$ cat src/rtl/slc3_mem_pkg.sv
// Shared types and constants for the SLC-3 memory/I-O stage.
package slc3_mem_pkg;

  localparam int unsigned WORD_W = 16;
  localparam logic [WORD_W-1:0] IO_ADDR_DEFAULT = 16'hFFFF;

  typedef enum logic [1:0] {
    S_INIT,
    S_DRAIN,
    S_RUN
  } mem_state_t;

endpackage

$ cat src/rtl/slc3_mem_subsystem_sync2.sv
// Two-flop synchronizer for asynchronous board inputs, synchronously cleared.
module sync2 #(
  parameter int unsigned WIDTH = 1
) (
  input  logic             clk,
  input  logic             reset,
  input  logic [WIDTH-1:0] d,
  output logic [WIDTH-1:0] q
);

  logic [WIDTH-1:0] meta_q;
  logic [WIDTH-1:0] sync_q;

  always_ff @(posedge clk) begin
    if (reset) begin
      meta_q <= '0;
      sync_q <= '0;
    end else begin
      meta_q <= d;
      sync_q <= meta_q;
    end
  end

  assign q = sync_q;

endmodule

$ cat src/rtl/slc3_mem_subsystem.sv
// Copies the ROM program image into BRAM after reset, then serves core accesses
// with 1-cycle read latency and one memory-mapped I/O word (switches / hex display).
module slc3_mem_subsystem
  import slc3_mem_pkg::*;
#(
  parameter int unsigned       INIT_WORDS = 256,
  parameter logic [WORD_W-1:0] IO_ADDR    = IO_ADDR_DEFAULT,
  parameter int unsigned       BRAM_AW    = 16
) (
  input  logic                clk,
  input  logic                reset,
  input  logic [WORD_W-1:0]   mem_addr,
  input  logic [WORD_W-1:0]   mem_wdata,
  input  logic                mem_mem_ena,
  input  logic                mem_wr_ena,
  output logic [WORD_W-1:0]   mem_rdata,
  input  logic [WORD_W-1:0]   sw_i,
  output logic [WORD_W-1:0]   hex_o,
  output logic                cpu_hold,
  output logic                init_done,
  output logic [BRAM_AW-1:0]  rom_addr,
  input  logic [WORD_W-1:0]   rom_data,
  output logic                bram_en,
  output logic                bram_we,
  output logic [BRAM_AW-1:0]  bram_addr,
  output logic [WORD_W-1:0]   bram_wdata,
  input  logic [WORD_W-1:0]   bram_rdata
);

  localparam logic [15:0] LAST_CNT = 16'(INIT_WORDS - 1);

  mem_state_t         state_q, state_d;
  logic [15:0]        cnt_q, cnt_d;
  logic [BRAM_AW-1:0] cnt_prev_q;
  logic               pend_q;
  logic               cpu_hold_q;
  logic               init_done_q;
  logic               rd_pend_q;
  logic               io_sel_q;
  logic [WORD_W-1:0]  rdata_hold_q;
  logic [WORD_W-1:0]  hex_q;
  logic [WORD_W-1:0]  sw_sync;

  logic is_io;
  logic run;
  logic core_rd;
  logic core_io_wr;

  sync2 #(
    .WIDTH (WORD_W)
  ) u_sw_sync (
    .clk   (clk),
    .reset (reset),
    .d     (sw_i),
    .q     (sw_sync)
  );

  assign is_io      = (mem_addr == IO_ADDR);
  assign run        = (state_q == S_RUN);
  assign core_rd    = run && mem_mem_ena && !mem_wr_ena;
  assign core_io_wr = run && mem_mem_ena && mem_wr_ena && is_io;

  always_comb begin
    state_d = state_q;
    cnt_d   = cnt_q;
    unique case (state_q)
      S_INIT: begin
        cnt_d = 16'(cnt_q + 16'd1);
        if (cnt_q == LAST_CNT) state_d = S_DRAIN;
      end
      S_DRAIN: state_d = S_RUN;
      S_RUN:   state_d = S_RUN;
      default: state_d = S_INIT;
    endcase
  end

  // During init the BRAM port carries the copy; in RUN it follows the core.
  always_comb begin
    bram_en    = 1'b0;
    bram_we    = 1'b0;
    bram_addr  = mem_addr[BRAM_AW-1:0];
    bram_wdata = mem_wdata;
    if (!run) begin
      if (pend_q) begin
        bram_en    = 1'b1;
        bram_we    = 1'b1;
        bram_addr  = cnt_prev_q;
        bram_wdata = rom_data;
      end
    end else if (mem_mem_ena && !is_io) begin
      bram_en = 1'b1;
      bram_we = mem_wr_ena;
    end
  end

  always_comb begin
    mem_rdata = rdata_hold_q;
    if (rd_pend_q) mem_rdata = io_sel_q ? sw_sync : bram_rdata;
  end

  always_ff @(posedge clk) begin
    if (reset) begin
      state_q      <= S_INIT;
      cnt_q        <= '0;
      cnt_prev_q   <= '0;
      pend_q       <= 1'b0;
      cpu_hold_q   <= 1'b1;
      init_done_q  <= 1'b0;
      rd_pend_q    <= 1'b0;
      io_sel_q     <= 1'b0;
      rdata_hold_q <= '0;
      hex_q        <= '0;
    end else begin
      state_q      <= state_d;
      cnt_q        <= cnt_d;
      cnt_prev_q   <= cnt_q[BRAM_AW-1:0];
      pend_q       <= (state_q == S_INIT);
      cpu_hold_q   <= (state_d != S_RUN);
      init_done_q  <= (state_d == S_RUN);
      rd_pend_q    <= core_rd;
      io_sel_q     <= is_io;
      rdata_hold_q <= mem_rdata;
      if (core_io_wr) hex_q <= mem_wdata;
    end
  end

  assign rom_addr  = cnt_q[BRAM_AW-1:0];
  assign cpu_hold  = cpu_hold_q;
  assign init_done = init_done_q;
  assign hex_o     = hex_q;

endmodule

$ cat config.mk
export PLATFORM = sky130hd
export DESIGN_NAME = slc3_mem_subsystem
export DESIGN_NICKNAME = d
export VERILOG_FILES = /design/src/rtl/slc3_mem_pkg.sv /design/src/rtl/slc3_mem_subsystem_sync2.sv /design/src/rtl/slc3_mem_subsystem.sv
export SDC_FILE = /design/constraint.sdc
export NUM_CORES = 1
export LEC_CHECK = 0
export CAP_MARGIN = 20
export CORE_UTILIZATION = 40
export CTS_CLUSTER_DIAMETER = 200
export DETAILED_ROUTE_END_ITERATION = 6
export PLACE_DENSITY_LB_ADDON = 0.1
export SETUP_SLACK_MARGIN = 0.4
export SLEW_MARGIN = 5
export SYNTH_ARGS = -nofsm -noshare
export SYNTH_HDL_FRONTEND = slang
export SYNTH_SLANG_ARGS = --single-unit
$ cat constraint.sdc
create_clock -name clk -period 2.9 [get_ports clk]
set_input_delay 0.29 -clock clk [delete_from_list [all_inputs] [get_ports clk]]
set_output_delay 0.29 -clock clk [all_outputs]
set_load 0.05 [all_outputs]
# Yosys cells after proc, flatten, opt, wreduce, memory -nomap -nowiden
# Cells that the tools add are included.
# totals
out_inout_bits,84
wordCells,41
register_bits,103
# classes
muxes,13
eq_ne,6
n_addsub,1
n_reduce_logical,9
# op_table
op,n
$mux 16,6
$add 16x1->16 const B,1
$eq 16x16->1 const B,1
$eq 16x8->1 const B,1
$logic_and 1x1->1,5
$mux 1,5
$eq 2x2->1 const B,2
$pmux 2 s2,1
$eq 2x1->1 const B,1
$logic_not 1->1,2
$logic_not 2->1,1
$mux 2,1
$ne 2x2->1 const B,1
$reduce_or 2->1,1

# Logic depth before layout (Yosys ltp)
# Gate-level depths: netlist (run 1).
# logic_depth
word_depth,5
ltp_mapped,7
ltp_nobuf,6

# Modules after synthesis
# From an unflattened synthesis (run 1), not the netlist that was laid out.
# unflattened
hier_cells,473
hier_area_um2,4149.0
# by_module_without_submodules
mod,instances,area_each_um2,cells_each
slc3_mem_subsystem,1,3285.7,406
sync2,1,863.3,67

# Worst setup path after synthesis (run 1)
# No wires, ideal clock.
# synth_path
kind,register -> output
startpoint,register state_q[1]
endpoint,output bram_we
setup_slack_ns,0.499
path_stages_with_launch,4
path_buffers,0
arrival_time_ns,2.111
t_required_ns,2.610
cell_sequence,dfxtp_1 > ha_1 > nand3_1 > o21ai_0
# synth_between
elab_chain_cells,2
# synth_rtl
element,line_no,text
"start, declared",slc3_mem_subsystem.sv:32,"mem_state_t state_q, state_d;"
"start signal, assigned",slc3_mem_subsystem.sv:114,state_q <= state_d;
$eq 2x2->1,slc3_mem_subsystem.sv:59,assign run = (state_q == S_RUN);
$mux 1,slc3_mem_subsystem.sv:83,if (!run) begin
"end, declared",slc3_mem_subsystem.sv:24,"output logic bram_we,"
# No other way between the ends.

# Final worst setup path (run 1)
# layout_path
startpoint,register io_sel_q
endpoint,output mem_rdata[14]
# layout_between
elab_chain_cells,2
# layout_rtl
element,line_no,text
"start, declared",slc3_mem_subsystem.sv:39,logic io_sel_q;
"start signal, assigned",slc3_mem_subsystem.sv:121,io_sel_q <= is_io;
$mux 16 (2 in series),slc3_mem_subsystem.sv:98,if (rd_pend_q) mem_rdata = io_sel_q ? sw_sync : bram_rdata;
"end, declared",slc3_mem_subsystem.sv:16,"output logic [WORD_W-1:0] mem_rdata,"
# No other way between the ends.

==> results of run 1 <==
[metal layers]
metal,global-route usage (%),vias to the layer above,share of wire (%)
li1,-,1818,-
met1,22.8,1630,44
met2,34.0,118,49
met3,4.07,13,5.3
met4,5.61,0,1.3
met5,0,-,0
[registers in the layout (all words and copies together) (netlist names)]
| register | flops |
|---|---|
| rd_pend_q | 1 |
| state_q | 2 |
| cpu_hold | 1 |
| hex_o | 16 |
| u_sw_sync.q | 16 |
| io_sel_q | 1 |
| pend_q | 1 |
| cnt_prev_q | 16 |
| rdata_hold_q | 16 |
| rom_addr | 16 |
| u_sw_sync.meta_q | 16 |
[critical path: stages (launching register included)]
cell and delay (ns):
dfxtp_1 0.32, buf_4 0.29, mux2i_1 0.12, a21oi_1 0.18, clkdlybuf4s50_1 0.83
[cell usage in the layout, fill, tap and decap left out, types with 4 or more instances in the layout]
master and instances:
clkdlybuf4s50_1 121, nand2_1 103, dfxtp_1 102, nor2b_1 64, nor2_1 35, mux2i_1 33, nand2b_1 33, buf_12 32
a21oi_1 17, dlymetal6s2s_1 11, clkbuf_8 10, buf_4 9, nand3_1 8, nand4_1 6, xnor2_1 6, inv_1 5
nor4_1 5, mux2_1 5, nor3_1 4, ha_1 4
[worst max-delay path by stage]
stage | to | slack [ns] | depth (start not counted)
floorplan | bram_we | 0.50 | 3
global placement | hex_o[0]$_SDFFE_PP0P_ | 0.61 | 6
detailed placement | hex_o[6]$_SDFFE_PP0P_ | 0.58 | 6
CTS | bram_wdata[0] | 0.41 | 6
global route | mem_rdata[14] | 0.40 | 4
finish | mem_rdata[14] | 0.52 | 4
[power groups by stage]
stage / registers [mW] / logic [mW] / clock network [mW]
global placement: 1.47 / 0.516 / 0
global route: 1.44 / 0.546 / 0.947
detailed placement: 1.47 / 0.521 / 0
CTS: 1.44 / 0.523 / 0.886
finish: 1.44 / 0.518 / 0.861
floorplan: 1.48 / 0.218 / 0
[layout make-up]
class                   instances  area [um^2]  area share, %
well taps                     133          166           2.59
clock buffers                  10          138           2.14
inverters                       5         18.8          0.292
flip-flops and latches        102         2040           31.8
repair buffers                173         2060           32.0
clock inverters                 5         50.0          0.778
multi-input cells             338         1960           30.5
[cell families after synthesis]
group	after synthesis	synth area share, %
flops	102	49.2
xor+xnor	9	1.90
buf+inv	34	3.83
fa+ha+maj	4	1.20
mux	38	9.31
compound gates	21	2.56
simple gates	266	32.0
[cell usage after synthesis, drive strengths merged]
master,number
nand2,103
dfxtp,102
nor2b,65
nor2,35
nand2b,34
mux2i,33
clkbuf,21
a21oi,17
nand3,9
buf,8
nor4,7
nand4,6
xnor2,6
inv,5
mux2,5
ha,4
nor3,4
o21ai,3
xor2,3
a31oi,1
and3,1
and4,1
or3,1
[through the flow]
stage	hold WS [ns]	setup slack (ns)	cell area (um^2)
6_report	0.440	0.518	6430
2_1_floorplan	0.368	0.499	4150
5_1_grt	0.453	0.402	6430
3_5_place_dp	0.420	0.577	6210
3_3_place_gp	0.417	0.608	6210
4_1_cts	0.443	0.405	6400
==> reports/summary.txt, run 1 <==
status -> completed
Die Ht -> 104 um
Routed WL -> 10.4 mm
worst reg-to-reg setup slack -> 0.92 ns
CTS Hold Buffers Added -> 0
number of global-route vias before repair -> 3506
clk_lat worst skew -> 0.36 ns
placed insts -> 751
Max VDD drop -> 0.000234 V
Nets -> 717
I/O Pins -> 168
Critical Path AT -> 2.09 ns
clock sinks -> 102
HP Class -> reg2reg
input/output buffers -> 167
power share of the clock group -> 30.6%
row count -> 36
cts repair resizes -> 0
total power -> 2.82 mW
total number of vias -> 3579
largest net degree at the start of global routing -> 89
YS warnings -> 0
setup repair bufs after CTS -> 0
Syn Area/Cell -> 8.76 um^2
first drt pass iteration count -> 5
Starting Density -> 41.9%
GRT Util Overall -> 19.0%
R2R Path Start -> state_q[1]$_SDFF_PP0_
min-delay src -> u_sw_sync.meta_q[8]$_SDFF_PP0_
final hold vios -> 0
Critical Path Fanout Max -> 16
flops & latches, synth -> 102
max_cap viols -> 0
P_sw -> 0.774 mW
WS Path Type -> reg2out
CTS tree -> done
Cell Int Power -> 2.04 mW
sequential share of the synthesized area -> 49.2%
Setup crit start -> io_sel_q$_SDFF_PP0_
top post-synthesis cells by area -> dfxtp_1, nor2b_1, nand2_1, mux2i_1, nand2b_1
cell type with the largest total area after synthesis -> dfxtp_1
Post-Synthesis Cells -> 474
drt drc -> 0
hpwl dp -> 7.55 mm
Netlist cell types -> 28
Startpoint Class -> flop
RR Endpoint -> rom_addr[13]$_SDFFE_PP0N_
Inserted Diodes -> 0
FMAX -> 420 MHz
Critical Path RT -> 2.61 ns
Fin Clk Skew -> 0.0115 ns
final setup violating endpoints -> 0
static leakage -> 2.75 nW
first-pass GRT wire length -> 16.7 mm
Die X -> 104 um
die footprint -> 10800 um^2
Vias/cell -> 4.67
total negative slack -> 0 ns
Final period util -> 82.1%
filler cell count -> 829
RePlAce Congestion -> 0.849
actual slew at the worst max-slew pin -> 0.773 ns
Tmin final -> 2.38 ns
Max Slew Vio Count -> 0
CTS Buffer Depth -> 2
Finished Core Util -> 64.9%
root buf cell -> clkbuf_8
final cell count without fillers -> 766
initial antenna violation count -> 0
Core Box Area -> 9910 um^2
gr ovfl total -> 0
Seq pwr share -> 51.1%
H-tree depth -> 3
worst r2r path cells -> 6
routed length per placed instance -> 13.5 um
Rel. slew slack -> 48.5%
RSZ-0062 raised after global routing -> false
Mapped Area -> 4150 um^2
Sw Share -> 27.5%
Layout Area Growth over Synthesis -> 54.8%
Endpoint, Worst Hold -> u_sw_sync.q[8]$_SDFF_PP0_
DR iter-0 viols -> 94
Syn Nets -> 562
CP Capture Type -> output port
Cells on Worst Hold Path -> 1
DRT antenna net count -> 0
Power Density -> 438 nW/um^2
share of post-route cells with drive strength above 1 -> 9.64%
Yosys top cell area share -> 49.2%
Gate power share -> 18.4%
CTS clk-pin slew, worst paths -> 0.10 ns
CTS Buf Count -> 9
(Power assumes the default switching activity.)
==> run 2, diff against run 1 <==
==> constraint.sdc (replaced) <==
create_clock -name clk -period 2.4 [get_ports clk]
set_input_delay 0.24 -clock clk [delete_from_list [all_inputs] [get_ports clk]]
set_output_delay 0.24 -clock clk [all_outputs]
set_load 0.05 [all_outputs]
==> reports/summary.txt, run 2 (same netlist as run 1, synthesis figures left out) <==
status -> completed
final cell count without fillers -> 772 (+0.78%)
Tmin final -> 1.93 ns
Max VDD drop -> 0.000319 V (+37%)
die footprint -> 10800 um^2 (unchanged)
Critical Path RT -> 2.16 ns (-0.45 ns)
Gate power share -> 18.9% (+0.5 points)
FMAX -> 519 MHz
total negative slack -> 0 ns (unchanged)
CP Buf/Inv Count -> 1 (-1)
largest net degree at the start of global routing -> 66 (-26%)
CTS clk-pin slew, worst paths -> 0.10 ns (about the same)
most common cell after layout, fill and taps aside -> clkdlybuf4s50_1
Nets -> 722 (+0.70%)
Critical Path Fanout Max -> 6 (-10)
row count -> 36 (unchanged)
Power Density -> 511 nW/um^2 (+17%)
DR iter-0 viols -> 82 (-13%)
input/output buffers -> 167 (unchanged)
I/O Pins -> 168 (unchanged)
delay-heaviest family, CP -> buffers and inverters
Vias/cell -> 4.59 (-1.7%)
H-tree depth -> 3 (unchanged)
Sw Share -> 27.5% (+0.059 points)
fin area -> 6750 um^2 (+4.9%)
Finished Core Util -> 68.1% (+3.2 points)
Rel. slew slack -> 63.1% (+15 points)
Core Box Area -> 9910 um^2 (unchanged)
WS Path Type -> reg2out
total number of vias -> 3544 (-0.98%)
HP Class -> in2reg
CTS Buf Count -> 9 (unchanged)
CTS tree -> done
power share of the clock group -> 30.6% (about the same)
clock sinks -> 102 (unchanged)
Cell Chain, Critical Path -> clkdlybuf4s50_1
Die Ht -> 104 um (unchanged)
RSZ-0062 raised after global routing -> false
Max Slew Vio Count -> 0 (unchanged)
Inserted Diodes -> 0 (unchanged)
Fin Clk Skew -> 0.0146 ns (+0.00307 ns)
Die X -> 104 um (unchanged)
max_cap viols -> 0 (unchanged)
root buf cell -> clkbuf_8
Critical Path AT -> 1.69 ns (-0.40 ns)
Slowest cell on crit path -> clkdlybuf4s50_1
Final period util -> 80.3%
largest stage delay on the critical path -> 0.86 ns (+0.03 ns)
Seq pwr share -> 50.5% (-0.6 points)
Post-DP Area -> 6450 um^2 (+3.8%)
final hold vios -> 0 (unchanged)
Cell Int Power -> 2.50 mW (+22%)
drt drc -> 0 (unchanged)
actual slew at the worst max-slew pin -> 0.553 ns (-0.220 ns)
number of global-route vias before repair -> 3547 (+1.2%)
share of post-route cells with drive strength above 1 -> 13.9% (+4.3 points)
pre-CTS setup slack -> 0.108 ns (-0.469 ns)
DRT antenna net count -> 0 (unchanged)
placed insts -> 754 (+0.40%)
Layout Area Growth over Synthesis -> 62.4%
gr ovfl total -> 0 (unchanged)
first drt pass iteration count -> 4 (-1)
Starting Density -> 41.9% (unchanged)
final worst slack -> 0.472 ns (-0.0466 ns)
total power -> 3.45 mW (+22%)
static leakage -> 2.74 nW (-0.16%)
RePlAce Congestion -> 0.821 (-3.2%)
first-pass GRT wire length -> 17.5 mm (+4.8%)
initial antenna violation count -> 0 (unchanged)
worst hold slack -> 0.334 ns (-0.106 ns)
CTS Buffer Depth -> 2 (unchanged)
final setup violating endpoints -> 0 (unchanged)
clk_lat worst skew -> 0.37 ns (about the same)
Routed WL -> 10.7 mm (+3.0%)
hpwl dp -> 7.85 mm (+4.0%)
routed length per placed instance -> 13.8 um (+2.2%)
most frequent cells in the layout -> clkdlybuf4s50_1, nand2_1, dfxtp_1, nor2b_1, buf_12
GRT Util Overall -> 20.3% (+1.3 points)
CP Capture Type -> output port
Startpoint Class -> flop
P_sw -> 0.948 mW (+23%)
[run 2: changes by cell type in the layout (fill, tap and decap cells not counted), sizes merged, moves of 3 or more]
cell,before,now
buf,41,61
clkdlybuf4s50,121,114
clkinv,1,4
dlymetal6s2s,11,2
[run 2: area by class of cell]
| class | instances | area [um^2] |
|---|---|---|
| repair buffers | 178 | 2320 |
| inverters | 5 | 18.8 |
| well taps | 133 | 166 |
| clock buffers | 10 | 138 |
| flip-flops and latches | 102 | 2040 |
| fillers | 785 | 3160 |
| clock inverters | 6 | 66.3 |
| multi-input cells | 338 | 1990 |
[run 2: routing by layer]
| layer | wire (um) | vias up | track usage [%] |
|---|---|---|---|
| li1 | - | 1828 | - |
| met1 | 4780 | 1600 | 25.0 |
| met2 | 5140 | 103 | 34.8 |
| met3 | 608 | 13 | 4.51 |
| met4 | 147 | 0 | 7.04 |
| met5 | 0 | - | 0 |
[run 2: final timing paths]
kind / startpoint / endpoint / slack (ns) / cells after the start
setup reg to reg: state_q[1]$_SDFF_PP0_ / rom_addr[13]$_SDFFE_PP0N_ / 0.67 / 6
hold reg to reg: u_sw_sync.meta_q[2]$_SDFF_PP0_ / u_sw_sync.q[2]$_SDFF_PP0_ / 0.44 / 1
hold / removal: reset / cnt_prev_q[11]$_SDFF_PP0_ / 0.33 / 2
setup / recovery: rom_addr[0]$_SDFFE_PP0N_ / rom_addr[0] / 0.47 / 1
[run 2: what timing repair did]
item	in CTS	in global routing
pin swaps	0	1
cloned	1	0
gates resized for setup	11	4
buffers inserted	0	1
hold buffers	0	0
setup endpoints to repair	25	27
[run 2: power by group through the flow]
stage | registers, mW | logic (mW) | clock network (mW)
after floorplan | 1.79 | 0.263 | 0
after global placement | 1.78 | 0.635 | 0
after detailed placement | 1.78 | 0.641 | 0
after CTS | 1.74 | 0.656 | 1.09
after global routing | 1.74 | 0.685 | 1.16
final | 1.74 | 0.652 | 1.06
